### src/rtl/avalon_slave_frontend.sv
// ---------------------------------------------------------------------------
// avalon_slave_frontend
//
// Avalon-MM slave front end placed directly in front of the block-RAM memory
// adapter. It turns master byte addresses into word addresses. It stalls a
// read that immediately follows a write to the same word, so that the read
// never sees the old data. It limits the number of reads in flight. Reads
// outside the memory return SLAVEERROR with zero data. The read response is
// registered on its way back to the master.
//
// Ports
//   clk_i               system clock, all state on the rising edge
//   reset_n_i           asynchronous active-low reset
//   avs_read_i          master read request
//   avs_write_i         master write request
//   avs_address_i       master byte address
//   avs_writedata_i     master write data
//   avs_waitrequest_o   request not accepted this cycle (reads only)
//   avs_readdata_o      registered read data
//   avs_readdatavalid_o avs_readdata_o / avs_response_o valid
//   avs_response_o      2'b00 OKAY, 2'b10 SLAVEERROR
//   mem_read_o          read strobe to the adapter
//   mem_write_o         write strobe to the adapter
//   mem_address_o       word address to the adapter
//   mem_data_in_o       write data to the adapter (pass-through)
//   mem_read_valid_i    adapter read_valid
//   mem_data_out_i      adapter read data
// ---------------------------------------------------------------------------
module avalon_slave_frontend #(
    parameter int BUSWIDTH      = 32,
    parameter int DATADEPTH     = 1024,
    parameter int LATENCY       = 1,
    parameter int MAX_PENDING   = 4,
    parameter int AVS_ADDRWIDTH = 32,
    parameter int ADDRESSWIDTH  = $clog2(DATADEPTH)
) (
    input  logic                     clk_i,
    input  logic                     reset_n_i,
    input  logic                     avs_read_i,
    input  logic                     avs_write_i,
    input  logic [AVS_ADDRWIDTH-1:0] avs_address_i,
    input  logic [BUSWIDTH-1:0]      avs_writedata_i,
    output logic                     avs_waitrequest_o,
    output logic [BUSWIDTH-1:0]      avs_readdata_o,
    output logic                     avs_readdatavalid_o,
    output logic [1:0]               avs_response_o,
    output logic                     mem_read_o,
    output logic                     mem_write_o,
    output logic [ADDRESSWIDTH-1:0]  mem_address_o,
    output logic [BUSWIDTH-1:0]      mem_data_in_o,
    input  logic                     mem_read_valid_i,
    input  logic [BUSWIDTH-1:0]      mem_data_out_i
);

    localparam int BYTE_SHIFT = $clog2(BUSWIDTH / 8);
    localparam int PEND_W     = $clog2(MAX_PENDING + 1);

    // ------------------------------------------------------------------
    // Address decode
    // ------------------------------------------------------------------
    logic [AVS_ADDRWIDTH-1:0] waddr;
    logic                     oor;

    assign waddr = avs_address_i >> BYTE_SHIFT;
    assign oor   = (waddr >= AVS_ADDRWIDTH'(DATADEPTH));

    // ------------------------------------------------------------------
    // State
    // ------------------------------------------------------------------
    logic                    raw_vld_q,  raw_vld_d;
    logic [ADDRESSWIDTH-1:0] raw_addr_q, raw_addr_d;
    logic [PEND_W-1:0]       pending_q,  pending_d;
    logic [LATENCY-1:0]      trk_vld_q,  trk_vld_d;
    logic [LATENCY-1:0]      trk_err_q,  trk_err_d;
    logic                    rvalid_q,   rvalid_d;
    logic [BUSWIDTH-1:0]     rdata_q,    rdata_d;
    logic [1:0]              resp_q,     resp_d;

    // ------------------------------------------------------------------
    // Request acceptance
    // ------------------------------------------------------------------
    logic rd_req;
    logic raw_hit;
    logic pend_full;
    logic rd_acc;
    logic wr_acc;
    logic tail_vld;
    logic tail_err;

    // A read presented together with a write is ignored, so it must not
    // stall the write either.
    assign rd_req  = avs_read_i && !avs_write_i;
    assign raw_hit = raw_vld_q && (waddr == AVS_ADDRWIDTH'(raw_addr_q));
    // The slot held by the response currently on the bus frees this cycle,
    // so a full tracker still accepts a read when a response is retiring.
    assign pend_full = (pending_q == PEND_W'(MAX_PENDING)) && !rvalid_q;

    assign avs_waitrequest_o = !reset_n_i || (rd_req && (raw_hit || pend_full));

    assign rd_acc = rd_req && !avs_waitrequest_o;
    assign wr_acc = reset_n_i && avs_write_i;

    assign mem_read_o    = rd_acc && !oor;
    assign mem_write_o   = wr_acc && !oor;
    assign mem_address_o = waddr[ADDRESSWIDTH-1:0];
    assign mem_data_in_o = avs_writedata_i;

    // Only a write that reached the RAM can cause a stale read next cycle.
    assign raw_vld_d  = mem_write_o;
    assign raw_addr_d = mem_write_o ? waddr[ADDRESSWIDTH-1:0] : raw_addr_q;

    // ------------------------------------------------------------------
    // Tracker: runs in lockstep with the adapter's read pipeline
    // ------------------------------------------------------------------
    genvar gi;
    generate
        for (gi = 0; gi < LATENCY; gi++) begin : g_trk
            if (gi == 0) begin : g_head
                assign trk_vld_d[gi] = rd_acc;
                assign trk_err_d[gi] = rd_acc && oor;
            end else begin : g_body
                assign trk_vld_d[gi] = trk_vld_q[gi-1];
                assign trk_err_d[gi] = trk_err_q[gi-1];
            end
        end
    endgenerate

    assign tail_vld = trk_vld_q[LATENCY-1];
    assign tail_err = trk_err_q[LATENCY-1];

    // ------------------------------------------------------------------
    // Pending count: a read counts from acceptance until its response
    // has been shown on the bus.
    // ------------------------------------------------------------------
    always_comb begin
        pending_d = pending_q;
        if (rd_acc && !rvalid_q) begin
            pending_d = pending_q + PEND_W'(1);
        end else if (!rd_acc && rvalid_q) begin
            pending_d = pending_q - PEND_W'(1);
        end
    end

    // ------------------------------------------------------------------
    // Response register; data and response hold when nothing retires
    // ------------------------------------------------------------------
    always_comb begin
        rvalid_d = tail_vld;
        rdata_d  = rdata_q;
        resp_d   = resp_q;
        if (tail_vld) begin
            rdata_d = tail_err ? '0 : mem_data_out_i;
            resp_d  = tail_err ? 2'b10 : 2'b00;
        end
    end

    always_ff @(posedge clk_i or negedge reset_n_i) begin
        if (!reset_n_i) begin
            raw_vld_q  <= 1'b0;
            raw_addr_q <= '0;
            pending_q  <= '0;
            trk_vld_q  <= '0;
            trk_err_q  <= '0;
            rvalid_q   <= 1'b0;
            rdata_q    <= '0;
            resp_q     <= 2'b00;
        end else begin
            raw_vld_q  <= raw_vld_d;
            raw_addr_q <= raw_addr_d;
            pending_q  <= pending_d;
            trk_vld_q  <= trk_vld_d;
            trk_err_q  <= trk_err_d;
            rvalid_q   <= rvalid_d;
            rdata_q    <= rdata_d;
            resp_q     <= resp_d;
        end
    end

    assign avs_readdatavalid_o = rvalid_q;
    assign avs_readdata_o      = rdata_q;
    assign avs_response_o      = resp_q;

    // ------------------------------------------------------------------
    // Simulation checks
    // ------------------------------------------------------------------
    // The adapter must return data exactly when a real (non-error) read
    // reaches the tracker tail; otherwise LATENCY is set inconsistently.
    a_tail_sync : assert property (@(posedge clk_i) disable iff (!reset_n_i)
        ((tail_vld && !tail_err) == mem_read_valid_i));

    a_no_rd_wr : assert property (@(posedge clk_i) disable iff (!reset_n_i)
        !(avs_read_i && avs_write_i));

endmodule

### config.mk
export PLATFORM = sky130hd
export DESIGN_NAME = avalon_slave_frontend
export DESIGN_NICKNAME = d
export VERILOG_FILES = /design/src/rtl/avalon_slave_frontend.sv
export SDC_FILE = /design/constraint.sdc
export NUM_CORES = 1
export LEC_CHECK = 0
export CORE_UTILIZATION = 39
export CTS_BUF_LIST = sky130_fd_sc_hd__clkbuf_4
export DETAILED_ROUTE_END_ITERATION = 12
export PLACE_DENSITY = 0.95
export SKIP_LAST_GASP = 1
export SYNTH_ARGS = -nofsm -noshare
export SYNTH_HDL_FRONTEND = slang
export SYNTH_SLANG_ARGS = --single-unit
### constraint.sdc
create_clock -name clk_i -period 4.65 [get_ports clk_i]
set_clock_uncertainty 0.1 [all_clocks]
set_input_delay 0.93 -clock clk_i [delete_from_list [all_inputs] [get_ports clk_i]]
set_output_delay 0.93 -clock clk_i [all_outputs]
set_load 0.01 [all_outputs]
==> results of run 1 <==
-- per-stage QoR --
stage                     worst slack, ps  std cells
after global routing                679.6        404
after global placement              818.6        396
final                               799.0        404
after detailed placement            809.7        396
after floorplan                      1810        258
after CTS                           797.5        404
-- cell families (layout without fill, tap and decap cells) --
family                     Yosys count  count (layout)  share of synthesized area [%]
other                                1               1                         0.1444
DFF                                 50              50                          48.19
muxes                               12              12                          5.205
adders and majority gates            2               2                          1.253
xor gates and xnor gates            13              13                          4.386
buffers and inverters               88             157                          19.23
AOI/OAI and AO/OA                   34              34                          6.699
and+or+nand+nor                     58              58                          14.89
-- cell type report --
type,count,area (um2),share of cell area (%)
clock buffers,6,45.04,1.282
inverters,34,127.6,3.631
repair buffers,115,1139,32.40
multi-input cells,120,845.8,24.07
well taps,77,96.34,2.741
clock inverters,2,8.758,0.2492
flip-flops and latches,50,1252,35.64
-- path summary, 6_finish.rpt --
check                                  start            end  slack [ps]
max reg2reg                     pending_q[1]   pending_q[1]        2240
max                        avs_address_i[19]    mem_write_o         800
min reg2reg                     pending_q[2]   pending_q[2]         390
min in group asynchronous          reset_n_i  raw_addr_q[5]         450
min                             pending_q[2]   pending_q[2]         390
max in group asynchronous          reset_n_i       rvalid_d        3720
-- cell usage after synthesis --
cell / instances / area share (%)
a21oi_1: 1 / 0.19
a31o_2: 1 / 0.34
buf_1: 2 / 0.29
buf_4: 43 / 12
buf_6: 1 / 0.43
clkbuf_1: 8 / 1.2
conb_1: 1 / 0.14
dfrtp_1: 50 / 48
fa_1: 1 / 0.77
ha_1: 1 / 0.48
inv_1: 34 / 4.9
mux2_2: 12 / 5.2
nand2_1: 4 / 0.58
nand3_1: 3 / 0.58
nand3b_1: 33 / 9.5
nand4_1: 4 / 0.96
nor2_1: 3 / 0.43
nor2b_1: 1 / 0.24
nor3_1: 2 / 0.39
nor3_2: 1 / 0.39
nor4_1: 6 / 1.4
nor4b_1: 1 / 0.34
o21ai_0: 32 / 6.2
xnor2_1: 11 / 3.7
xor2_1: 2 / 0.67
-- worst max-delay path: stages --
cell	delay, ps
clkdlybuf4s50_1	400
nor4_1	300
nand3_1	200
nor3_2	210
buf_4	220
clkdlybuf4s50_1	560
-- layer usage --
metal,vias up,share of wire [%],wire length [um],GRT usage (%)
met2,77,52,3027,32.22
met3,28,5.3,303,4.649
li1,937,-,-,-
met1,905,40,2287,20.60
met4,0,2.6,150,7.550
met5,-,0,0,0
-- sequential cells by signal, indices dropped and copies added, names as in the netlist --
| register | count |
|---|---|
| avs_readdata_o | 32 |
| raw_addr_q | 10 |
| pending_q | 3 |
| avs_readdatavalid_o | 1 |
| avs_response_o | 1 |
| raw_vld_q | 1 |
| rvalid_d | 1 |
| tail_err | 1 |
-- power breakdown --
| part | switching, uW | internal [uW] |
|---|---|---|
| combinational | 181 | 295 |
| clock | 132 | 63.0 |
| sequential | 84.9 | 549 |
| total | 398 | 907 |
-- cells in the final DEF (no fill, tap or decap), types with 2 or more instances in the layout --
| master | netlist | routed |
|---|---|---|
| mux2_2 | 12 | 12 |
| xnor2_1 | 11 | 11 |
| nor2_1 | 3 | 3 |
| nand4_1 | 4 | 4 |
| nand2_1 | 4 | 4 |
| nand3_1 | 3 | 3 |
| o21ai_0 | 32 | 32 |
| clkdlybuf4s50_1 | 0 | 111 |
| clkbuf_4 | 0 | 6 |
| buf_4 | 43 | 3 |
| nand3b_1 | 33 | 33 |
| nor3_1 | 2 | 2 |
| xor2_1 | 2 | 2 |
| nor4_1 | 6 | 6 |
| dfrtp_1 | 50 | 49 |
| inv_1 | 34 | 34 |
==> flow_summary.yaml, run 1 <==
setup_path:
  crit_type: "in2out"
  crit_fanout: 12
  critPathArrivalTime_ps: 2820
  end_kind: "output pin"
  required_ps: 3620
  r2r_cells: 7
  cp-start-kind: "primary input"
timing:
  fin_crit_sh_pct: 82.82
  rsz0062_at_grt: "false"
  setup_viol: 0
  final-hold-violation-count: 0
  slew_headroom_pct: 36.88
  drv_slew: 0
  tightest_slew_ps: 946.8
  fmax_ghz: 0.2597
  tns_ps: 0
  fin_hold_ws_ps: 390.2
  fin_crit_ps: 3851
routing:
  drt-pass1-iter-count: 4
  wl_per_cell_um: 14.28
  drtIter0Drc: 37
  drt_wl_total_um: 5768
  drc: 0
  vias: 1947
  vias_per_cell: 4.819
  ant_nets: 0
cells_and_area:
  utilization_pct: 55.04
  final_layout_size_suffix_gt1_share_pct: 7.951
  fillCellCount: 560
  antennaDiodeCount: 0
  finalInstanceArea_um2: 3515
  fin_nets: 429
  syn2layout_area_growth_pct: 35.37
floorplanning:
  num_io_pins: 181
  row_count: 29
  initial_utilization_pct: 40.65
  core_area_um2: 6386
  die_x_um: 83.59
  die_y_um: 83.59
  dieArea_um2: 6987
global_route:
  grt_use_total_pct: 18.14
  antenna_found_initial: 0
  grt_pass1_wl_um: 10120
  overflow: 0
  grt_pass1_vias: 2168
  grt_start_max_net_pins: 67
synthesis:
  synth_area_per_cell_um2: 10.06
  synthesis.area_um2: 2596
  syn-instance-count: 258
  yosysUniqueCellTypes: 25
  synthesis.nets: 361
  ys_warn_count: 0
  synth_seq_cells: 50
  ys_seq_area_share_pct: 48.19
run_status:
  status: "finished, final reports clean"
power:
  power_leakage_uw: 0.001456
  irDropWorstVdd_v: 0.0002185
  power_density_nw_per_um2: 371.4
  finalPower_uw: 1305
clocking:
  cts_sinks: 50
  cts_tree: "built"
  post-cts-setup-buffer-count: 0
  postCtsResizedCells: 0
  hold_buffers: 0
  clk_latency_ps: 350
  cts-buffers-inserted: 5
  clockRootBuffer: "clkbuf_4"
  cts_max_level: 2
  path_clk_slew_ps: 130
  clk_path_buf_depth: 2
placement:
  dp_hpwl_um: 4413
  place.gp.congestion: 0.7983
  io_buffers: 112
  place_area_um2: 3461
min_path:
  min_path_type: "reg2reg"
  holdPathStages: 1
job:
  maxCapViolCount: 0
Power figures use the tool's default switching activity.
==> run 2, diff against run 1 <==
Settings changed: CORE_UTILIZATION 39 to 36, PLACE_DENSITY 0.95 to 0.89.
Clock period 4.65 ns to 3.76 ns, I/O delays scaled along.
==> run 2 against run 1 <==
Net effect: register-to-register slack lost 870 ps; clock power increased by 17%; largest cell class unchanged; sequential power is 24% higher.
==> flow_summary.yaml, run 2 (synthesis gave the netlist of run 1 again) <==
min_path:
  min_path_type: "in2async"
power:
  irDropWorstVdd_v: 0.0002097
  intPower_uw: 1119
  switchingPower_uw: 478.6
  power_leakage_uw: 0.001453
  seq_power_share_pct: 49.0
  switching_share_pct: 29.96
  power_frac_clock_pct: 14.3
  p_comb_share_pct: 36.7
  finalPower_uw: 1597
  power_density_nw_per_um2: 452.0
clocking:
  cts_sinks: 50
  path_clk_slew_ps: 130
  clk_latency_ps: 350
  clockRootBuffer: "clkbuf_4"
  clk_path_buf_depth: 2
  cts-buffers-inserted: 5
  postCtsResizedCells: 0
  post-cts-setup-buffer-count: 0
  cts_tree: "built"
  cts_max_level: 2
  hold_buffers: 0
cells_and_area:
  syn2layout_area_growth_pct: 36.10
  antennaDiodeCount: 0
  fin_nets: 429
  largest_register_ffs: 32
  layout_commonest_cell: "clkdlybuf4s50_1"
  layout_common_cells: "clkdlybuf4s50_1 (111), dfrtp_1 (49), inv_1 (34)"
  final_layout_size_suffix_gt1_share_pct: 7.669
  utilization_pct: 51.44
  instances_no_fill: 422
routing:
  ant_nets: 0
  wl_per_cell_um: 13.43
  vias_per_cell: 4.621
  drc: 0
  drtIter0Drc: 42
  drt-pass1-iter-count: 4
  vias: 1950
  drt_wl_total_um: 5669
floorplanning:
  dieArea_um2: 7555
  core_area_um2: 6869
  die_x_um: 86.92
  num_io_pins: 181
  die_y_um: 86.92
  initial_utilization_pct: 37.80
  row_count: 30
setup_path:
  crit_type: "in2out"
  max_stage_delay_ps: 620
  end_kind: "output pin"
  cp-start-kind: "primary input"
  required_ps: 2910
  crit_fanout: 3
  critPathSlowestCell: "clkdlybuf4s50_1"
  critPathArrivalTime_ps: 2610
  path_cells: "clkdlybuf4s50_1 > nor4_1 > nand3_1 > nor4_1 > clkdlybuf4s50_1"
  critPathTopFamily: "buffers and inverters"
  path_buf_inv: 2
timing:
  fin_crit_sh_pct: 92.06
  fin_crit_ps: 3462
  setup_viol: 0
  tightest_slew_ps: 928.1
  fmax_ghz: 0.2889
  rsz0062_at_grt: "false"
  drv_slew: 0
  fin_hold_ws_ps: 284.1
  final-hold-violation-count: 0
  slew_headroom_pct: 38.13
  tns_ps: 0
global_route:
  antenna_found_initial: 0
  grt_pass1_vias: 2032
  overflow: 0
  grt_use_total_pct: 15.51
  grt_pass1_wl_um: 9156
  grt_start_max_net_pins: 67
job:
  maxCapViolCount: 0
placement:
  dp.cells: 415
  dp_hpwl_um: 4297
  place.gp.congestion: 0.7181
  io_buffers: 112
run_status:
  status: "finished, final reports clean"
[run 2: changes by cell type in the layout (fill, tap and decap cells not counted)]
cell,change
clkinv_2,-1
[run 2: stage by stage]
stage | setup WS (ps) | instance area (um2)
after floorplan | 1197 | 2596
after global placement | 325.3 | 3485
after detailed placement | 300.0 | 3485
after CTS | 277.5 | 3533
after global routing | 97.76 | 3533
final | 298.4 | 3533
[run 2: layer usage]
layer	share of wire, %	wire length (um)	track usage (%)
met1	41	2302	17.37
met2	50	2812	27.42
met3	7.8	442	4.739
met4	2.0	111	6.212
met5	0	0	0
[run 2: worst paths after layout]
check	from	slack (ps)	cells past startpoint	end
min reg2reg	pending_q[2]	380	1	pending_q[2]
max reg2reg	raw_addr_q[8]	1370	8	pending_q[1]
max in group asynchronous	reset_n_i	2980	2	avs_readdata_o[17]
min in group clk_i	pending_q[2]	380	1	pending_q[2]
min	reset_n_i	280	2	tail_err
max	avs_address_i[19]	300	5	mem_read_o
[run 2: cell type report]
cell class,count,area [um2]
Fill cell,628,3336
Sequential cell,50,1252
Timing Repair Buffer,115,1139
Multi-Input combinational cell,120,845.8
Inverter,34,127.6
Tap cell,96,120.1
Clock buffer,6,45.04
Clock inverter,1,3.754
[run 2: power by group through the flow]
stage	Sequential [uW]	Clock (uW)	Combinational, uW
finish	783	229	586
detailed placement	795	0	594
global placement	787	0	577
global route	804	271	642
floorplan	828	0	206
CTS	787	249	595
==> run 3, diff against run 2 <==
Settings changed: RECOVER_POWER set to 100, TNS_END_PERCENT set to 1.
==> run 3 against run 2 <==
Net effect: the flow now finishes with violations (capacitance limit, slew limit); non-clock buffer count is the same; final cell count is the same; design area shrank 0.43%; count of clock-buffer cells in the layout is the same; largest power group unchanged; combinational power shrank 8.7%; utilization shrank 0.22 points; hold slack gained 40 ps; die area is the same; register-to-register slack is essentially flat; via count grew 0.41%; global-route usage is the same.
==> flow_summary.yaml, run 3 (synthesis gave the netlist of run 1 again) <==
power:
  power_density_nw_per_um2: 437.7
  power_leakage_uw: 0.001501
  irDropWorstVdd_v: 0.0002018
clocking:
  cts_tree: "built"
  post-cts-setup-buffer-count: 0
  cts-buffers-inserted: 5
  clockRootBuffer: "clkbuf_4"
  postCtsResizedCells: 0
  hold_buffers: 0
  cts_max_level: 2
  cts_sinks: 50
  clk_latency_ps: 350
  path_clk_slew_ps: 130
  clk_path_buf_depth: 2
cells_and_area:
  instances_no_fill: 422
  layout_common_cells: "clkdlybuf4s50_1 (64), dfrtp_1 (50), dlygate4sd3_1 (47)"
  antennaDiodeCount: 0
  largest_register_ffs: 32
  fin_nets: 429
  final_layout_size_suffix_gt1_share_pct: 6.135
  layout_commonest_cell: "clkdlybuf4s50_1"
  syn2layout_area_growth_pct: 35.52
placement:
  io_buffers: 112
  place.gp.congestion: 0.7181
  post-place-ws_ps: 300.0
  dp_hpwl_um: 4297
  dp.cells: 415
routing:
  ant_nets: 0
  vias_per_cell: 4.640
  drc: 0
  vias: 1958
  drtIter0Drc: 41
  wl_per_cell_um: 13.38
  drt-pass1-iter-count: 4
  drt_wl_total_um: 5646
floorplanning:
  initial_utilization_pct: 37.80
  dieArea_um2: 7555
  die_x_um: 86.92
  row_count: 30
  die_y_um: 86.92
  core_area_um2: 6869
  num_io_pins: 181
setup_path:
  critPathTopFamily: "buffers and inverters"
  required_ps: 2910
  cp-start-kind: "primary input"
  end_kind: "output pin"
  path_cells: "clkdlybuf4s50_1 > xnor2_1 > nand4_1 > nor3_1 > nor4_1 > dlygate4sd3_1"
  crit_fanout: 3
  path_buf_inv: 2
  max_stage_delay_ps: 630
  critPathArrivalTime_ps: 2630
  crit_type: "in2out"
  critPathSlowestCell: "dlygate4sd3_1"
global_route:
  overflow: 0
  grt_pass1_vias: 2032
  antenna_found_initial: 0
  grt_pass1_wl_um: 9156
  grt_start_max_net_pins: 67
  grt_use_total_pct: 15.51
timing:
  slew_headroom_pct: -13.14
  tightest_slew_ps: 1697
  tns_ps: 0
  fin_crit_ps: 3478
  rsz0062_at_grt: "false"
  fin_crit_sh_pct: 92.50
  fin_ws_ps: 282.0
  fmax_ghz: 0.2875
  drv_slew: 67
  setup_viol: 0
  final-hold-violation-count: 0
min_path:
  min_path_type: "in2async"
job:
  maxCapViolCount: 1
run_status:
  status: "finished, violations left"
  failed_checks: "capacitance limit, slew limit"
[run 3: report_power, final]
group          switching (uW)  internal [uW]
sequential               97.2            679
combinational             221            314
clock                     153           75.5
total                     471           1070
[run 3: worst reg2reg max path, stage by stage, from the launching register on]
cell and delay [ps]:
dfrtp_1 420, xnor2_1 220, nand4_1 120, nor3_1 310, a21oi_1 160, ha_1 220
inv_1 70, fa_1 400, mux2_2 270
[run 3: path summary, 6_finish.rpt]
path	startpoint	end	slack, ps	depth (start not counted)
hold / removal	reset_n_i	tail_err	320	2
min in group clk_i	pending_q[2]	pending_q[2]	380	1
max in group asynchronous	reset_n_i	avs_readdata_o[17]	1930	2
hold reg to reg	pending_q[2]	pending_q[2]	380	1
setup reg to reg	raw_addr_q[8]	pending_q[1]	1360	8
setup / recovery	avs_address_i[4]	mem_read_o	280	6
[run 3: layer usage]
layer | track usage (%) | wire [um]
met5 | 0 | 0
met4 | 6.212 | 111
met3 | 4.739 | 451
met2 | 27.42 | 2811
met1 | 17.37 | 2271
[run 3: through the flow]
stage | utilization [%] | total power [uW] | cell area, um2 | hold WS [ps]
after floorplan | - | 1035 | 2596 | 270.4
final | 51.22 | 1540 | 3518 | 324.1
after detailed placement | 50.73 | 1390 | 3485 | 352.6
after global routing | 51.22 | 1662 | 3518 | 327.6
after global placement | 50.73 | 1365 | 3485 | 352.0
after CTS | 51.44 | 1630 | 3533 | 271.7
[run 3: cell type report]
type / count / area (um2)
multi-input combinational: 120 / 840.8
clock buffer: 6 / 45.04
inverter: 34 / 127.6
fill: 633 / 3351
clock inverter: 1 / 3.754
sequential: 50 / 1251
tap: 96 / 120.1
timing repair buffer: 115 / 1130
